`src/rtl/mem_read_collector_if.sv`:
```
// rtl/mem_read_collector_if.sv - read-request, select, bank-data and read-return bus for mem_read_collector
interface mem_read_collector_if #(
  parameter int DATA_WIDTH   = 8,
  parameter int NB_WRAGENT   = 2,
  parameter int NB_RDAGENT   = 2,
  parameter int SELECT_WIDTH = (NB_WRAGENT == 1) ? 1 : $clog2(NB_WRAGENT)
);
  logic [NB_RDAGENT-1:0]                       rden;
  logic [NB_RDAGENT*SELECT_WIDTH-1:0]          rdselect;
  logic [NB_WRAGENT*NB_RDAGENT*DATA_WIDTH-1:0] bank_rddata;
  logic [NB_RDAGENT*DATA_WIDTH-1:0]            rddata;
  logic [NB_RDAGENT-1:0]                       rdvalid;
  logic [NB_RDAGENT-1:0]                       rderr;

  modport master (
    output rden,
    output rdselect,
    output bank_rddata,
    input  rddata,
    input  rdvalid,
    input  rderr
  );

  modport slave (
    input  rden,
    input  rdselect,
    input  bank_rddata,
    output rddata,
    output rdvalid,
    output rderr
  );
endinterface

```
`src/rtl/mem_read_collector.sv`:
```
// rtl/mem_read_collector.sv - per-read-agent in-flight tracking, select alignment and bank mux with registered return
module mem_read_collector #(
  parameter int DATA_WIDTH     = 8,
  parameter int NB_WRAGENT     = 2,
  parameter int NB_RDAGENT     = 2,
  parameter int SELECT_WIDTH   = (NB_WRAGENT == 1) ? 1 : $clog2(NB_WRAGENT),
  parameter int SELECT_LATENCY = 1,
  parameter int RAM_LATENCY    = 1
) (
  input  logic                 aclk,
  input  logic                 aresetn,
  mem_read_collector_if.slave  bus
);

  // The select arrives SEL_DELAY cycles ahead of the bank data it steers.
  localparam int SEL_DELAY = RAM_LATENCY - SELECT_LATENCY;
  localparam logic [SELECT_WIDTH:0] SEL_LIMIT = (SELECT_WIDTH + 1)'(NB_WRAGENT);

  for (genvar r = 0; r < NB_RDAGENT; r++) begin : g_lane
    logic [RAM_LATENCY-1:0]                   vld_pipe;
    logic                                     vld_last;
    logic [SELECT_WIDTH-1:0]                  sel_in;
    logic [SELECT_WIDTH-1:0]                  sel_aligned;
    logic [NB_WRAGENT-1:0][DATA_WIDTH-1:0]    bank_word;
    logic [DATA_WIDTH-1:0]                    mux_data;
    logic                                     mux_err;
    logic [DATA_WIDTH-1:0]                    rddata_q;
    logic                                     rdvalid_q;
    logic                                     rderr_q;

    assign sel_in   = bus.rdselect[r*SELECT_WIDTH +: SELECT_WIDTH];
    assign vld_last = vld_pipe[RAM_LATENCY-1];

    for (genvar w = 0; w < NB_WRAGENT; w++) begin : g_bank
      assign bank_word[w] = bus.bank_rddata[(w*NB_RDAGENT + r)*DATA_WIDTH +: DATA_WIDTH];
    end

    if (RAM_LATENCY == 1) begin : g_vld_one
      always_ff @(posedge aclk or negedge aresetn) begin
        if (!aresetn) begin
          vld_pipe <= '0;
        end else begin
          vld_pipe <= bus.rden[r];
        end
      end
    end else begin : g_vld_multi
      always_ff @(posedge aclk or negedge aresetn) begin
        if (!aresetn) begin
          vld_pipe <= '0;
        end else begin
          vld_pipe <= {vld_pipe[RAM_LATENCY-2:0], bus.rden[r]};
        end
      end
    end

    // The select pipe runs unconditionally; only the value lining up with a valid read is used.
    if (SEL_DELAY == 0) begin : g_sel_live
      assign sel_aligned = sel_in;
    end else if (SEL_DELAY == 1) begin : g_sel_one
      logic [SELECT_WIDTH-1:0] sel_pipe;
      always_ff @(posedge aclk or negedge aresetn) begin
        if (!aresetn) begin
          sel_pipe <= '0;
        end else begin
          sel_pipe <= sel_in;
        end
      end
      assign sel_aligned = sel_pipe;
    end else begin : g_sel_multi
      logic [SEL_DELAY-1:0][SELECT_WIDTH-1:0] sel_pipe;
      always_ff @(posedge aclk or negedge aresetn) begin
        if (!aresetn) begin
          sel_pipe <= '0;
        end else begin
          sel_pipe <= {sel_pipe[SEL_DELAY-2:0], sel_in};
        end
      end
      assign sel_aligned = sel_pipe[SEL_DELAY-1];
    end

    if (NB_WRAGENT == 1) begin : g_mux_single
      always_comb begin
        mux_data = bank_word[0];
        mux_err  = 1'b0;
      end
    end else begin : g_mux_multi
      always_comb begin
        mux_data = '0;
        mux_err  = 1'b0;
        if ({1'b0, sel_aligned} >= SEL_LIMIT) begin
          mux_err = 1'b1;
        end else begin
          mux_data = bank_word[sel_aligned];
        end
      end
    end

    // rddata only moves on a returned read so the last word stays visible across idle cycles.
    always_ff @(posedge aclk or negedge aresetn) begin
      if (!aresetn) begin
        rddata_q  <= '0;
        rdvalid_q <= 1'b0;
        rderr_q   <= 1'b0;
      end else begin
        rdvalid_q <= vld_last;
        rderr_q   <= vld_last & mux_err;
        if (vld_last) begin
          rddata_q <= mux_data;
        end
      end
    end

    assign bus.rddata[r*DATA_WIDTH +: DATA_WIDTH] = rddata_q;
    assign bus.rdvalid[r]                         = rdvalid_q;
    assign bus.rderr[r]                           = rderr_q;
  end

endmodule

```
`src/flat_wrapper.sv`:
```
// flat-port wrapper written by rule: the top's interface ports become plain ports
module mem_read_collector_flat 
#(
  parameter int DATA_WIDTH     = 8,
  parameter int NB_WRAGENT     = 2,
  parameter int NB_RDAGENT     = 2,
  parameter int SELECT_WIDTH   = (NB_WRAGENT == 1) ? 1 : $clog2(NB_WRAGENT),
  parameter int SELECT_LATENCY = 1,
  parameter int RAM_LATENCY    = 1
)
  (aclk, aresetn, bus_rden, bus_rdselect, bus_bank_rddata, bus_rddata, bus_rdvalid, bus_rderr);
  mem_read_collector_if #(.DATA_WIDTH(DATA_WIDTH), .NB_WRAGENT(NB_WRAGENT), .NB_RDAGENT(NB_RDAGENT), .SELECT_WIDTH(SELECT_WIDTH)) bus_i ();
  input  logic aclk;
  input  logic aresetn;
  input wire logic [$bits(bus_i.rden)-1:0] bus_rden;
  input wire logic [$bits(bus_i.rdselect)-1:0] bus_rdselect;
  input wire logic [$bits(bus_i.bank_rddata)-1:0] bus_bank_rddata;
  output wire logic [$bits(bus_i.rddata)-1:0] bus_rddata;
  output wire logic [$bits(bus_i.rdvalid)-1:0] bus_rdvalid;
  output wire logic [$bits(bus_i.rderr)-1:0] bus_rderr;
  assign bus_i.rden = bus_rden;
  assign bus_i.rdselect = bus_rdselect;
  assign bus_i.bank_rddata = bus_bank_rddata;
  assign bus_rddata = bus_i.rddata;
  assign bus_rdvalid = bus_i.rdvalid;
  assign bus_rderr = bus_i.rderr;
  mem_read_collector #(.DATA_WIDTH(DATA_WIDTH), .NB_WRAGENT(NB_WRAGENT), .NB_RDAGENT(NB_RDAGENT), .SELECT_WIDTH(SELECT_WIDTH), .SELECT_LATENCY(SELECT_LATENCY), .RAM_LATENCY(RAM_LATENCY)) u_core (.aclk(aclk), .aresetn(aresetn), .bus(bus_i));
endmodule
```
`config.mk`:
```
export PLATFORM = sky130hd
export DESIGN_NAME = mem_read_collector_flat
export DESIGN_NICKNAME = d
export VERILOG_FILES = /design/src/rtl/mem_read_collector_if.sv /design/src/rtl/mem_read_collector.sv /design/src/flat_wrapper.sv
export SDC_FILE = /design/constraint.sdc
export NUM_CORES = 1
export LEC_CHECK = 0
export ABC_AREA = 1
export CAP_MARGIN = 20
export CORE_MARGIN = 10
export CORE_UTILIZATION = 38
export DETAILED_ROUTE_END_ITERATION = 10
export GPL_TIMING_DRIVEN = 1
export PLACE_DENSITY = 0.88
export REMOVE_ABC_BUFFERS = 1
export SLEW_MARGIN = 15
export SYNTH_ARGS = -nofsm -noshare
export SYNTH_HDL_FRONTEND = slang
export SYNTH_SLANG_ARGS = --single-unit
```
`constraint.sdc`:
```
create_clock -name aclk -period 0.9 [get_ports aclk]
set_input_delay 0.09 -clock aclk [delete_from_list [all_inputs] [get_ports aclk]]
set_output_delay 0.09 -clock aclk [all_outputs]
set_load 0.005 [all_outputs]
```
==> results by group, run 1 <==
Run status
  • Outcome: finished with violations
  • Failing checks: negative setup slack

Floorplanning
  • I/O pin count: between 50 and 60
  • Core Region: 0.00254 mm2
  • Die Ht: 72.1 um
  • # rows: 18
  • Die ar.: 0.00520 mm2
  • Die width: around 72 um
  • Initial core utilization: 0.406

Layout
  • Nets@finish: 252
  • Ant. Diodes: 0
  • Share of cells above drive strength 1: 0.254
  • P&R area growth vs syn: 61.5%
  • Post-Layout Cell Count: ~240
  • Sequential Area: about 500 um2
  • Design area: 0.00167 mm2
  • Commonest non-fill, non-tap cell in the layout: nand2_1
  • Layout Utilization: 0.655
  • Footprint of the multi-input gates: 328 um2
  • # fillers: around 230
  • Most frequent cells in the layout: nand2_1 (64), clkdlybuf4s50_1 (36), inv_1 (20), dfrtp_1 (20), buf_2 (18)

Pwr
  • Power per standard cell area: 1390 mW/mm2
  • P_leak: 0.000967 uW
  • Worst VDD drop: 1.44 mV

Yosys
  • Yosys warning total: 0
  • Sequential fraction of the synthesis area: 0.485
  • Synthesized area: around 0.0010 mm2
  • Cells after Synth: 145
  • Unique cell type count in the Yosys netlist: 9
  • Syn Area/Cell: 7.12 um2
  • Yosys reg bits: 20

Place
  • Detail Placement HPWL: approximately 2500 um
  • Port bufs: 55
  • Dpl cells: between 200 and 250
  • Routability congestion estimate: 0.826
  • Area after DPL: about 0.0017 mm2

GRT
  • Global Route Usage Sum: 0.107
  • First-pass GRT wire length: 4500 um
  • Largest net degree at the start of global routing: 21
  • Initial antenna violation count: 0
  • Vias in the first global route: 999
  • GRT overflow: 0

Route
  • Final ANT Viol Nets: 0
  • Vias/cell: roughly 4.2
  • TritonRoute pass-1 iters: 4
  • Top sig layer: met4
  • DR WL met2: 1720 um
  • DRT iter0 DRCs: 30
  • Met3 Wirelength: roughly 130 um
  • Total number of vias: 1014
  • Final wirelength: 2940 um
  • WL/cell: 12.1 um
  • DRC violations left: 0
  • Wl on met1: around 1100 um

Critical path
  • CP Data Arrival Time: 0.85 ns
  • Slowest stage delay, CP: a little over 0.4 ns
  • Worst setup path category: reg2out
  • Worst-path fanout max: 2
  • Buf/Inv on CP: 1
  • Worst reg-to-reg path cell count: 4
  • Logic depth of the worst path, buffers included: 1
  • Cell Chain, Critical Path: buf_2
  • CP Launch Type: register
  • Top delay family on crit path: flip-flops
  • Critical path capture point type: output port
  • CP Data Required Time: 0.81 ns
  • Crit-path slowest cell: dfrtp_1

Clocking
  • Sink Count: 20
  • Clock Path Buffers: 2
  • CTS tree: built
  • Clock root buffer: clkbuf_4
  • Clk_lat worst skew: 0.30 ns
  • H-Tree Depth: 1
  • Register clock-pin slew on the reported worst setup and hold paths: 0.12 ns
  • Cts bufs inserted: 3

Timing
  • Hold WS: 0.103 ns
  • RSZ-0062 raised after global routing: yes
  • Final worst path period need: approximately 0.94 ns
  • Skew final: 0.0178 ns
  • Tcrit/Tclk final: 1.05
  • PnR worst setup slack: -0.0421 ns
  • Max Fclk: roughly 1100 MHz
  • Final setup vio count: 12
  • Hold Fails Final Rpt: 0
  • Setup tns final: -0.207 ns
  • Slew Viols, Final: 0

Hold path
  • HP Class: in2async

Run
  • Max Cap Viol: 0
cell families after synthesis:
logic type | count (synthesis) | synth area share
simple gates | 80 | 0.310
other cells | 1 | 0.00363
buf+inv | 44 | 0.201
flops | 20 | 0.485
where the power goes:
part           internal [uW]  switching [uW]
clock network            450             266
registers                983            42.1
logic                    347             231
state kept, by name (all words and copies together) (netlist names):
signal	count
u_core.g_lane.rddata_q	16
u_core.g_lane.rdvalid_q	2
u_core.g_lane.vld_last	2
final cells by class:
class | instances | share of cell area
Timing Repair Buffer | 71 | 0.365
Sequential cell | 20 | 0.300
Multi-Input combinational cell | 82 | 0.197
Inverter | 36 | 0.0841
Tap cell | 30 | 0.0225
Clock inverter | 1 | 0.0180
Clock buffer | 3 | 0.0135
routing by layer:
metal  vias to the layer above  global-route usage
met5                         -                   0
met2                        19               0.214
li1                        545                   -
met3                         2              0.0272
met4                         0              0.0366
met1                       448               0.101
stage by stage:
| stage | worst slack, ns | total power [uW] |
|---|---|---|
| global route | -0.0797 | 2440 |
| global placement | -0.231 | 1660 |
| finish | -0.0421 | 2320 |
| CTS | -0.0489 | 2330 |
| floorplan | 0.127 | 1210 |
| detailed placement | -0.251 | 1670 |
synthesized netlist by cell type:
library cell	n	share of area
dfrtp_1	20	0.48
inv_4	2	0.012
nand3_1	16	0.078
buf_6	2	0.022
nand2_1	64	0.23
inv_2	14	0.051
conb_1	1	0.0036
buf_4	6	0.044
inv_1	20	0.073
final timing paths:
path                                                     startpoint                                       end  slack, ns
max                        u_core.g_lane[1].rddata_q[5]$_DFFE_PN0P_                            bus_rddata[13]      -0.04
max reg2reg                u_core.g_lane[0].rddata_q[1]$_DFFE_PN0P_  u_core.g_lane[0].rddata_q[1]$_DFFE_PN0P_       0.06
max in group asynchronous                                   aresetn  u_core.g_lane[0].rddata_q[3]$_DFFE_PN0P_       0.64
min in group aclk                                       bus_rden[1]       u_core.g_lane[1].vld_last$_DFF_PN0_       0.23
min reg2reg                u_core.g_lane[0].rddata_q[5]$_DFFE_PN0P_  u_core.g_lane[0].rddata_q[5]$_DFFE_PN0P_       0.49
min                                                         aresetn  u_core.g_lane[0].rddata_q[4]$_DFFE_PN0P_       0.10
timing repair:
action / 4_1_cts / 5_1_grt
endpoints found under the setup margin: 18 / 19
gates resized for setup: 72 / 1
hold buffers: 0 / 0
pin swaps: 0 / 0
buffers inserted: 3 / 3
Power figures use the tool's default switching activity.
==> run 2: changes to the inputs <==
--- a/config.mk
+++ b/config.mk
@@ -9,8 +9,9 @@
 export CAP_MARGIN = 20
 export CORE_MARGIN = 10
 export CORE_UTILIZATION = 38
+export CTS_CLUSTER_SIZE = 14
 export DETAILED_ROUTE_END_ITERATION = 10
-export GPL_TIMING_DRIVEN = 1
+export GPL_TIMING_DRIVEN = 0
 export PLACE_DENSITY = 0.88
 export REMOVE_ABC_BUFFERS = 1
 export SLEW_MARGIN = 15
==> results by group, run 2 (synthesized netlist as in run 1, its figures left out) <==
Run status
  • Outcome: finished clean

Timing
  • Final setup vio count: 0 (-12)
  • Final worst path period need: 0.898 ns (-0.0437 ns)
  • Hold WS: 0.0146 ns (-0.0879 ns)
  • Slew Viols, Final: 0 (unchanged)
  • Skew final: 0.00285 ns (-0.0150 ns)
  • RSZ-0062 raised after global routing: yes
  • Max Fclk: 1110 MHz (+4.9%)
  • Hold Fails Final Rpt: 0 (unchanged)
  • Worst-Margin Slew: 0.858 ns
  • Slew headroom: 0.428
  • Tcrit/Tclk final: 0.998 (-0.0486)

Route
  • Vias/cell: 4.07 (-2.6%)
  • Top sig layer: met4
  • DR WL met2: 1540 um (-10%)
  • WL/cell: 12.1 um (about the same)
  • Total number of vias: 935 (-7.8%)
  • DRC violations left: 0 (unchanged)
  • Final ANT Viol Nets: 0 (unchanged)
  • Wl on met1: 1010 um (-4.3%)
  • Met3 Wirelength: 172 um (+29%)
  • TritonRoute pass-1 iters: 4 (unchanged)
  • DRT iter0 DRCs: 44 (+47%)
  • Final wirelength: 2780 um (-5.3%)

Critical path
  • RR Endpoint: u_core.g_lane[0].rddata_q[0]$_DFFE_PN0P_
  • Worst setup path category: reg2out
  • CP Data Required Time: 0.81 ns (about the same)
  • Worst reg-to-reg path cell count: 3 (-1)
  • CP Launch Type: register
  • Top delay family on crit path: flip-flops
  • FF-to-FF Start: u_core.g_lane[0].vld_last$_DFF_PN0_
  • Worst-path fanout max: 2 (unchanged)
  • Critical path capture point type: output port
  • Cell Chain, Critical Path: buf_2
  • CP Data Arrival Time: 0.81 ns (-0.04 ns)
  • R2r setup slk: 0.06 ns (about the same)
  • Crit-path slowest cell: dfrtp_1
  • Buf/Inv on CP: 1 (unchanged)
  • Slowest stage delay, CP: 0.39 ns (-0.02 ns)

Layout
  • Share of cells above drive strength 1: 0.215 (-0.0385)
  • P&R area growth vs syn: 48.0%
  • Most frequent cells in the layout: nand2_1 (64), clkdlybuf4s50_1 (34), inv_1 (20)
  • Ant. Diodes: 0 (unchanged)
  • Sequential Area: 503 um2 (+0.50%)
  • Largest register by flop count: u_core.g_lane.rddata_q
  • Footprint of the multi-input gates: 328 um2 (unchanged)
  • Design area: 0.00153 mm2 (-8.3%)
  • # fillers: 237 (+5.3%)
  • Max reg flops: 16 (unchanged)
  • Commonest non-fill, non-tap cell in the layout: nand2_1
  • Nets@finish: 240 (-4.8%)

Clocking
  • Clock root buffer: clkbuf_4
  • H-Tree Depth: 1 (unchanged)
  • Clk_lat worst skew: 0.29 ns (about the same)
  • Register clock-pin slew on the reported worst setup and hold paths: 0.09 ns (-0.03 ns)
  • Clock Path Buffers: 2 (unchanged)
  • CTS tree: built
  • Cts bufs inserted: 3 (unchanged)
  • Sink Count: 20 (unchanged)

Pwr
  • Internal power: 1420 uW (-20%)
  • Clk pwr share: 0.202 (-0.107)
  • Worst VDD drop: 0.910 mV (-37%)
  • P_leak: 0.000894 uW (-7.5%)
  • Sequential fraction of design power: 0.543 (+0.101)
  • Sw Share: 0.253 (+0.0211)
  • Comb power frac: 0.255 (+0.006)
  • Net Sw Power: 482 uW (-11%)
  • Power per standard cell area: 1240 mW/mm2 (-11%)

GRT
  • GRT overflow: 0 (unchanged)
  • Global Route Usage Sum: 0.109 (+0.00146)
  • Initial antenna violation count: 0 (unchanged)
  • Largest net degree at the start of global routing: 21 (unchanged)
  • First-pass GRT wire length: 4600 um (+2.2%)
  • Vias in the first global route: 972 (-2.7%)

Floorplanning
  • Die width: 72.1 um (unchanged)
  • # rows: 18 (unchanged)
  • Die ar.: 0.00520 mm2 (unchanged)
  • Initial core utilization: 0.406 (unchanged)
  • I/O pin count: 58 (unchanged)
  • Die Ht: 72.1 um (unchanged)
  • Core Region: 0.00254 mm2 (unchanged)

Place
  • Routability congestion estimate: 0.736 (-11%)
  • Detail Placement HPWL: 2310 um (-6.3%)
  • Port bufs: 55 (unchanged)
  • Area after DPL: 0.00156 mm2 (-6.0%)

Run
  • Max Cap Viol: 0 (unchanged)

Hold path
  • HP Class: in2async
==> run 2: changes by cell type in the layout (fill, tap and decap cells not counted), sizes merged <==
cell / delta
buf: -12
bufinv: -1
clkdlybuf4s50: -2
dlygate4sd2: +1
dlymetal6s2s: +1
==> run 2: timing repair <==
action                                 CTS  global route
resized for setup                       75             3
hold buffers                             0             0
endpoints found under the hold margin    0             0
setup endpoints to repair               34            30
buffers inserted                         2             2
==> run 2: worst max path at each step <==
stage / startpoint / endpoint / cells after the start
floorplan: u_core.g_lane[0].vld_last$_DFF_PN0_ / u_core.g_lane[0].rddata_q[0]$_DFFE_PN0P_ / 3
global placement: aresetn / u_core.g_lane[1].rddata_q[2]$_DFFE_PN0P_ / 1
detailed placement: aresetn / u_core.g_lane[1].rddata_q[3]$_DFFE_PN0P_ / 1
CTS: u_core.g_lane[1].rddata_q[7]$_DFFE_PN0P_ / bus_rddata[15] / 1
global route: u_core.g_lane[1].rddata_q[5]$_DFFE_PN0P_ / bus_rddata[13] / 1
finish: u_core.g_lane[1].rddata_q[7]$_DFFE_PN0P_ / bus_rddata[15] / 1
==> run 2: final cells by class <==
class                      instances  share of cell area
sequential                        20               0.329
timing repair buffer              59               0.324
multi-input combinational         82               0.215
inverter                          36              0.0934
tap                               30              0.0246
clock buffer                       3              0.0147
==> run 2: routing by layer <==
metal | GRT usage | vias to the layer above
li1 | - | 516
met1 | 0.106 | 395
met2 | 0.210 | 20
met3 | 0.0340 | 4
met4 | 0.0323 | 0
met5 | 0 | -
==> run 2: metrics by stage <==
stage	utilization	setup TNS, ns	setup WS, ns	total power, uW	instances
after global placement	0.612	-10.65	-0.303	1590	223
after CTS	0.591	-0.0366	-0.00951	1920	228
after detailed placement	0.612	-11.12	-0.320	1600	223
final	0.600	0	0.00164	1900	230
after global routing	0.600	-0.595	-0.0586	2050	230
after floorplan	-	0	0.127	1210	138
==> run 2: power groups by stage <==
stage          registers (uW)  logic [uW]  clock network, uW
2_1_floorplan            1060         147                  0
3_3_place_gp             1050         540                  0
3_5_place_dp             1050         548                  0
4_1_cts                  1030         483                404
5_1_grt                  1040         555                449
6_report                 1030         485                384
